**src/rtl/reg_file_sb.sv**
```systemverilog
// Two-read/one-write register file with write-through bypass and a per-entry busy scoreboard.
// Decode reserves a destination on issue; writeback writes the data and releases the entry.
module reg_file_sb #(
   parameter int DATA_W   = 32,
   parameter int ADDR_W   = 5,
   parameter bit ZERO_REG = 1'b1
) (
   input  logic              clk,
   input  logic              rst_n,
   input  logic              RegWrite,
   input  logic [ADDR_W-1:0] WN,
   input  logic [DATA_W-1:0] WD,
   input  logic [ADDR_W-1:0] RN1,
   input  logic [ADDR_W-1:0] RN2,
   output logic [DATA_W-1:0] RD1,
   output logic [DATA_W-1:0] RD2,
   input  logic              Rsv,
   input  logic [ADDR_W-1:0] RsvN,
   output logic              busy1,
   output logic              busy2,
   output logic [ADDR_W:0]   busy_cnt,
   output logic              wr_unres
);

   localparam int DEPTH = 2 ** ADDR_W;

   logic [DATA_W-1:0] mem_q [DEPTH];
   logic [DEPTH-1:0]  busy_q, busy_d;
   logic [ADDR_W:0]   busy_cnt_q, busy_cnt_d;
   logic              wr_unres_q, wr_unres_d;

   logic wn_zero, rsvn_zero, rn1_zero, rn2_zero;
   logic wr_en, rsv_en, hit1, hit2;

   assign wn_zero   = ZERO_REG && (WN   == '0);
   assign rsvn_zero = ZERO_REG && (RsvN == '0);
   assign rn1_zero  = ZERO_REG && (RN1  == '0);
   assign rn2_zero  = ZERO_REG && (RN2  == '0);

   assign wr_en  = RegWrite && !wn_zero;
   assign rsv_en = Rsv && !rsvn_zero;
   assign hit1   = RegWrite && (WN == RN1);
   assign hit2   = RegWrite && (WN == RN2);

   // Release on write first, then reserve, so a same-edge new producer keeps the entry busy.
   always_comb begin
      busy_d     = busy_q;
      wr_unres_d = wr_unres_q;
      if (wr_en) begin
         busy_d[WN] = 1'b0;
         if (!busy_q[WN]) wr_unres_d = 1'b1;
      end
      if (rsv_en) busy_d[RsvN] = 1'b1;
   end

   always_comb begin
      busy_cnt_d = '0;
      for (int i = 0; i < DEPTH; i++) begin
         busy_cnt_d = busy_cnt_d + {{ADDR_W{1'b0}}, busy_d[i]};
      end
   end

   always_ff @(posedge clk) begin
      if (!rst_n) begin
         for (int i = 0; i < DEPTH; i++) mem_q[i] <= '0;
         busy_q     <= '0;
         busy_cnt_q <= '0;
         wr_unres_q <= 1'b0;
      end else begin
         if (wr_en) mem_q[WN] <= WD;
         busy_q     <= busy_d;
         busy_cnt_q <= busy_cnt_d;
         wr_unres_q <= wr_unres_d;
      end
   end

   always_comb begin
      RD1   = '0;
      RD2   = '0;
      busy1 = 1'b0;
      busy2 = 1'b0;
      if (rst_n) begin
         if (!rn1_zero) begin
            RD1   = hit1 ? WD : mem_q[RN1];
            busy1 = busy_q[RN1] & ~hit1;
         end
         if (!rn2_zero) begin
            RD2   = hit2 ? WD : mem_q[RN2];
            busy2 = busy_q[RN2] & ~hit2;
         end
      end
   end

   assign busy_cnt = busy_cnt_q;
   assign wr_unres = wr_unres_q;

endmodule

```
**config.mk**
```make
export PLATFORM = sky130hd
export DESIGN_NAME = reg_file_sb
export DESIGN_NICKNAME = d
export VERILOG_FILES = /design/src/rtl/reg_file_sb.sv
export SDC_FILE = /design/constraint.sdc
export NUM_CORES = 2
export LEC_CHECK = 0
export CAP_MARGIN = 20
export CORE_AREA = 2 2 323 325
export CTS_CLUSTER_DIAMETER = 100
export DETAILED_ROUTE_END_ITERATION = 7
export DIE_AREA = 0 0 325 327
export PLACE_DENSITY = 0.87
export SLEW_MARGIN = 0
export SYNTH_ARGS = -nofsm -noshare
export SYNTH_HDL_FRONTEND = slang
export SYNTH_SLANG_ARGS = --single-unit
```
**constraint.sdc**
```tcl
create_clock -name clk -period 8.1 [get_ports clk]
set_input_delay 2.43 -clock clk [delete_from_list [all_inputs] [get_ports clk]]
set_output_delay 2.43 -clock clk [all_outputs]
set_load 0.01 [all_outputs]
```
==> results.sh <==
export IMPL_cts_setup_buffers=0
export IMPL_gp_congestion=0.932
export IMPL_cts_sinks=1063
export IMPL_drtIter0Drc=7915
export IMPL_hpwl_um=120000
export IMPL_fin_ws_ps=-6.38
export IMPL_final_common_cell="edfxtp_1"
export IMPL_violations="design-rule violations, negative setup slack"
export IMPL_synthAdderAreaFrac=0.00978
export IMPL_synth_distinct_cells=58
export IMPL_cts_tree="yes"
export IMPL_dieArea_mm2=0.106
export IMPL_synth_top_family_by_area="multiplexers"
export IMPL_p_leak_nw=23.3
export IMPL_synth_compound_area_frac=0.0476
export IMPL_drt_total_wl_um=202000
export IMPL_htreeDepth=3
export IMPL_synth_edf_count=1024
export IMPL_critPathKind="in2out"
export IMPL_syn_inst=3904
export IMPL_synth_area_leader_cell="edfxtp_1"
export IMPL_synth_top_area_frac=0.530
export IMPL_final_area_mm2=0.0660
export IMPL_initial_core_util=0.564
export IMPL_syn_area_per_cell_um2=14.9
export IMPL_cp_start_kind="input port"
export IMPL_peakVddDrop_mv=0.170
export IMPL_hold_class="reg2reg"
export IMPL_numCtsBuffers=104
export IMPL_via_count=41100
export IMPL_clk_pin_slew_ps=60
export IMPL_grt_overflow=0
export IMPL_cts_root_buf="clkbuf_16"
export IMPL_rows=118
export IMPL_drv_cap=0
export IMPL_reg2reg_to="busy_cnt[4]"
export IMPL_cts_buffer_depth=3
export IMPL_grt_max_degree=51
export IMPL_drive_gt1_frac=0.260
export IMPL_finalHoldViolCount=0
export IMPL_ys_seq_elements=1063
export IMPL_postSynth_asyncResetShare=0
export IMPL_avgViaCountPerCell=7.41
export IMPL_io_buffer_count=128
export IMPL_clk_latency_ps=700
export IMPL_fin_crit_sh=1.00
export IMPL_final_net_count=4165
export IMPL_worstPathArrival_ps=5680
export IMPL_placedCellCount=5349
export IMPL_synth_main_ff_cell="edfxtp_1"
export IMPL_cp_end_kind="primary output"
export IMPL_cp_max_fo=14
export IMPL_ys_top_cells_by_area="edfxtp_1, mux4_2, and2_1, mux2i_1, clkbuf_1"
export IMPL_wl_per_cell_um=36.4
export IMPL_muxShareOfSynthArea=0.235
export IMPL_finalSetupViolations=1
export IMPL_relSlewSlack=0.126
export IMPL_core_area_mm2=0.103
export IMPL_dr_pass1_iters=8
export IMPL_r2r_cells=18
export IMPL_die_y_um=327
export IMPL_grt_pass1_vias=42100
export IMPL_areaGrowthSynthToFinish_pct=13.6
export IMPL_cp_endpoint="RD2[18]"
export IMPL_r2r_slack_ps=2980
export IMPL_die_w_um=325
export IMPL_yosys_area_share_xor_xnor=0.00181
export IMPL_maxSlewViolCount=0
export IMPL_stdcell_count=5541
export IMPL_worstMarginPinSlew_ps=1310
export IMPL_synthSimpleGateAreaFrac=0.129
export IMPL_grt_total_usage=0.378
export IMPL_drc_errors=4
export IMPL_yosysSeqAreaShare=0.543
export IMPL_skew_ps=4.58
export IMPL_yosys_warnings=0
export IMPL_layout_common_cells="edfxtp_1, and2_1, mux4_2, buf_4, mux2i_1"
export IMPL_min_period_ps=8110
export IMPL_timing_rr_start="busy_q[25]"
export IMPL_final_core_util=0.641
export IMPL_ant_nets=0
export IMPL_placed_area_mm2=0.0625
export IMPL_powerDensity_mw_per_mm2=202
export IMPL_syn_area_mm2=0.0581
export IMPL_crit_path_start="WN[4]"
export IMPL_ios=129
export IMPL_max_freq_mhz=123
export IMPL_worstPathRequired_ps=5670
export IMPL_grt_first_pass_wirelength_um=287000
export IMPL_holdBufCountCts=0
export IMPL_antenna_found_initial=12
export IMPL_status="complete, but fails checks"
[Yosys cell counts, types with 4 or more instances]
cell type	number
mux2i_1	176
nor2_1	103
and3_1	5
nor3b_1	7
o221ai_1	23
a22o_1	5
and2_1	1007
buf_1	26
nor4_1	5
xor2_1	6
or3_1	4
nand3_1	9
o22ai_1	49
a22oi_1	45
buf_4	25
ha_1	7
a221o_1	25
buf_2	73
a21o_1	22
dfxtp_1	39
or2_2	5
mux4_2	526
o21bai_1	8
a2111oi_0	19
nor2b_1	26
clkbuf_1	266
xnor2_1	6
a221oi_1	32
a211oi_1	44
nand2_1	76
nor3_1	5
edfxtp_1	1024
a21oi_1	48
nand2b_1	7
buf_6	12
fa_1	24
o21ai_0	52
inv_1	30
[state kept, by name, summed over array words and instances, names as in the netlist]
signal    cells
mem_q      1024
busy_q       32
busy_cnt      6
wr_unres      1
[layout make-up]
class / count / area, um^2
Clock buffer: 123 / 2720
Sequential cell: 1063 / 31500
Clock inverter: 60 / 658
Multi-Input combinational cell: 2431 / 25000
Timing Repair Buffer: 444 / 4170
Tap cell: 1380 / 1730
Inverter: 34 / 129
Antenna cell: 6 / 15.0
Fill cell: 6694 / 36900
[worst max-delay path, cell delays in order]
cell and delay [ps]:
clkdlybuf4s50_1 670, buf_4 180, buf_4 140, xnor2_1 130, nand4_1 190, o21ai_4 500
buf_4 390, a2111oi_0 150, buf_4 180, a21o_1 180, clkdlybuf4s50_1 520
[stage by stage]
step / setup TNS [ps] / setup slack (ps) / total power (W) / hold slack [ps]
global route: -83.3 / -61.5 / 0.0135 / 601
finish: -6.38 / -6.38 / 0.0133 / 576
floorplan: 0 / 269 / 0.00760 / 485
CTS: 0 / 71.4 / 0.0132 / 567
global placement: -292 / -210 / 0.00827 / 560
detailed placement: -493 / -265 / 0.00834 / 552
[layer usage]
metal  up-vias  track usage  part of all wire
met5         -            0           0.00016
met4         4        0.278             0.091
met3      1272        0.141              0.17
met2      4548        0.561              0.44
met1     19900        0.454              0.30
li1      15400            -                 -
[cells by family (layout without fill, tap and decap cells)]
group / Yosys count / in the layout
AO/OA/AOI/OAI: 385 / 385
XOR/XNOR: 12 / 12
adder cells (fa/ha/maj): 31 / 31
buffers and inverters: 441 / 661
flip-flops: 1063 / 1063
multiplexers: 704 / 704
other: 1 / 38
AND/OR/NAND/NOR: 1267 / 1267
[power breakdown]
group / internal [W] / switching, W / leakage (nW)
clock: 0.00277 / 0.00218 / 1.64
combinational: 0.000804 / 0.00104 / 11.5
sequential: 0.00633 / 0.000171 / 10.1
[worst min path at each step]
stage                             to  startpoint  cells past startpoint  slack [ps]
after floorplan            busy_q[0]   busy_q[0]                      1         480
after detailed placement  busy_q[28]  busy_q[28]                      2         550
after global placement    busy_q[28]  busy_q[28]                      2         560
final                     busy_q[28]  busy_q[28]                      2         580
after global routing       busy_q[0]   busy_q[0]                      1         600
after CTS                 busy_q[28]  busy_q[28]                      2         570
[timing repair]
| action | 4_1_cts | 5_1_grt |
|---|---|---|
| resized for setup | 1 | 7 |
| setup endpoints to repair | 1 | 9 |
| pin swaps | 0 | 1 |
Power figures use the tool's default switching activity.
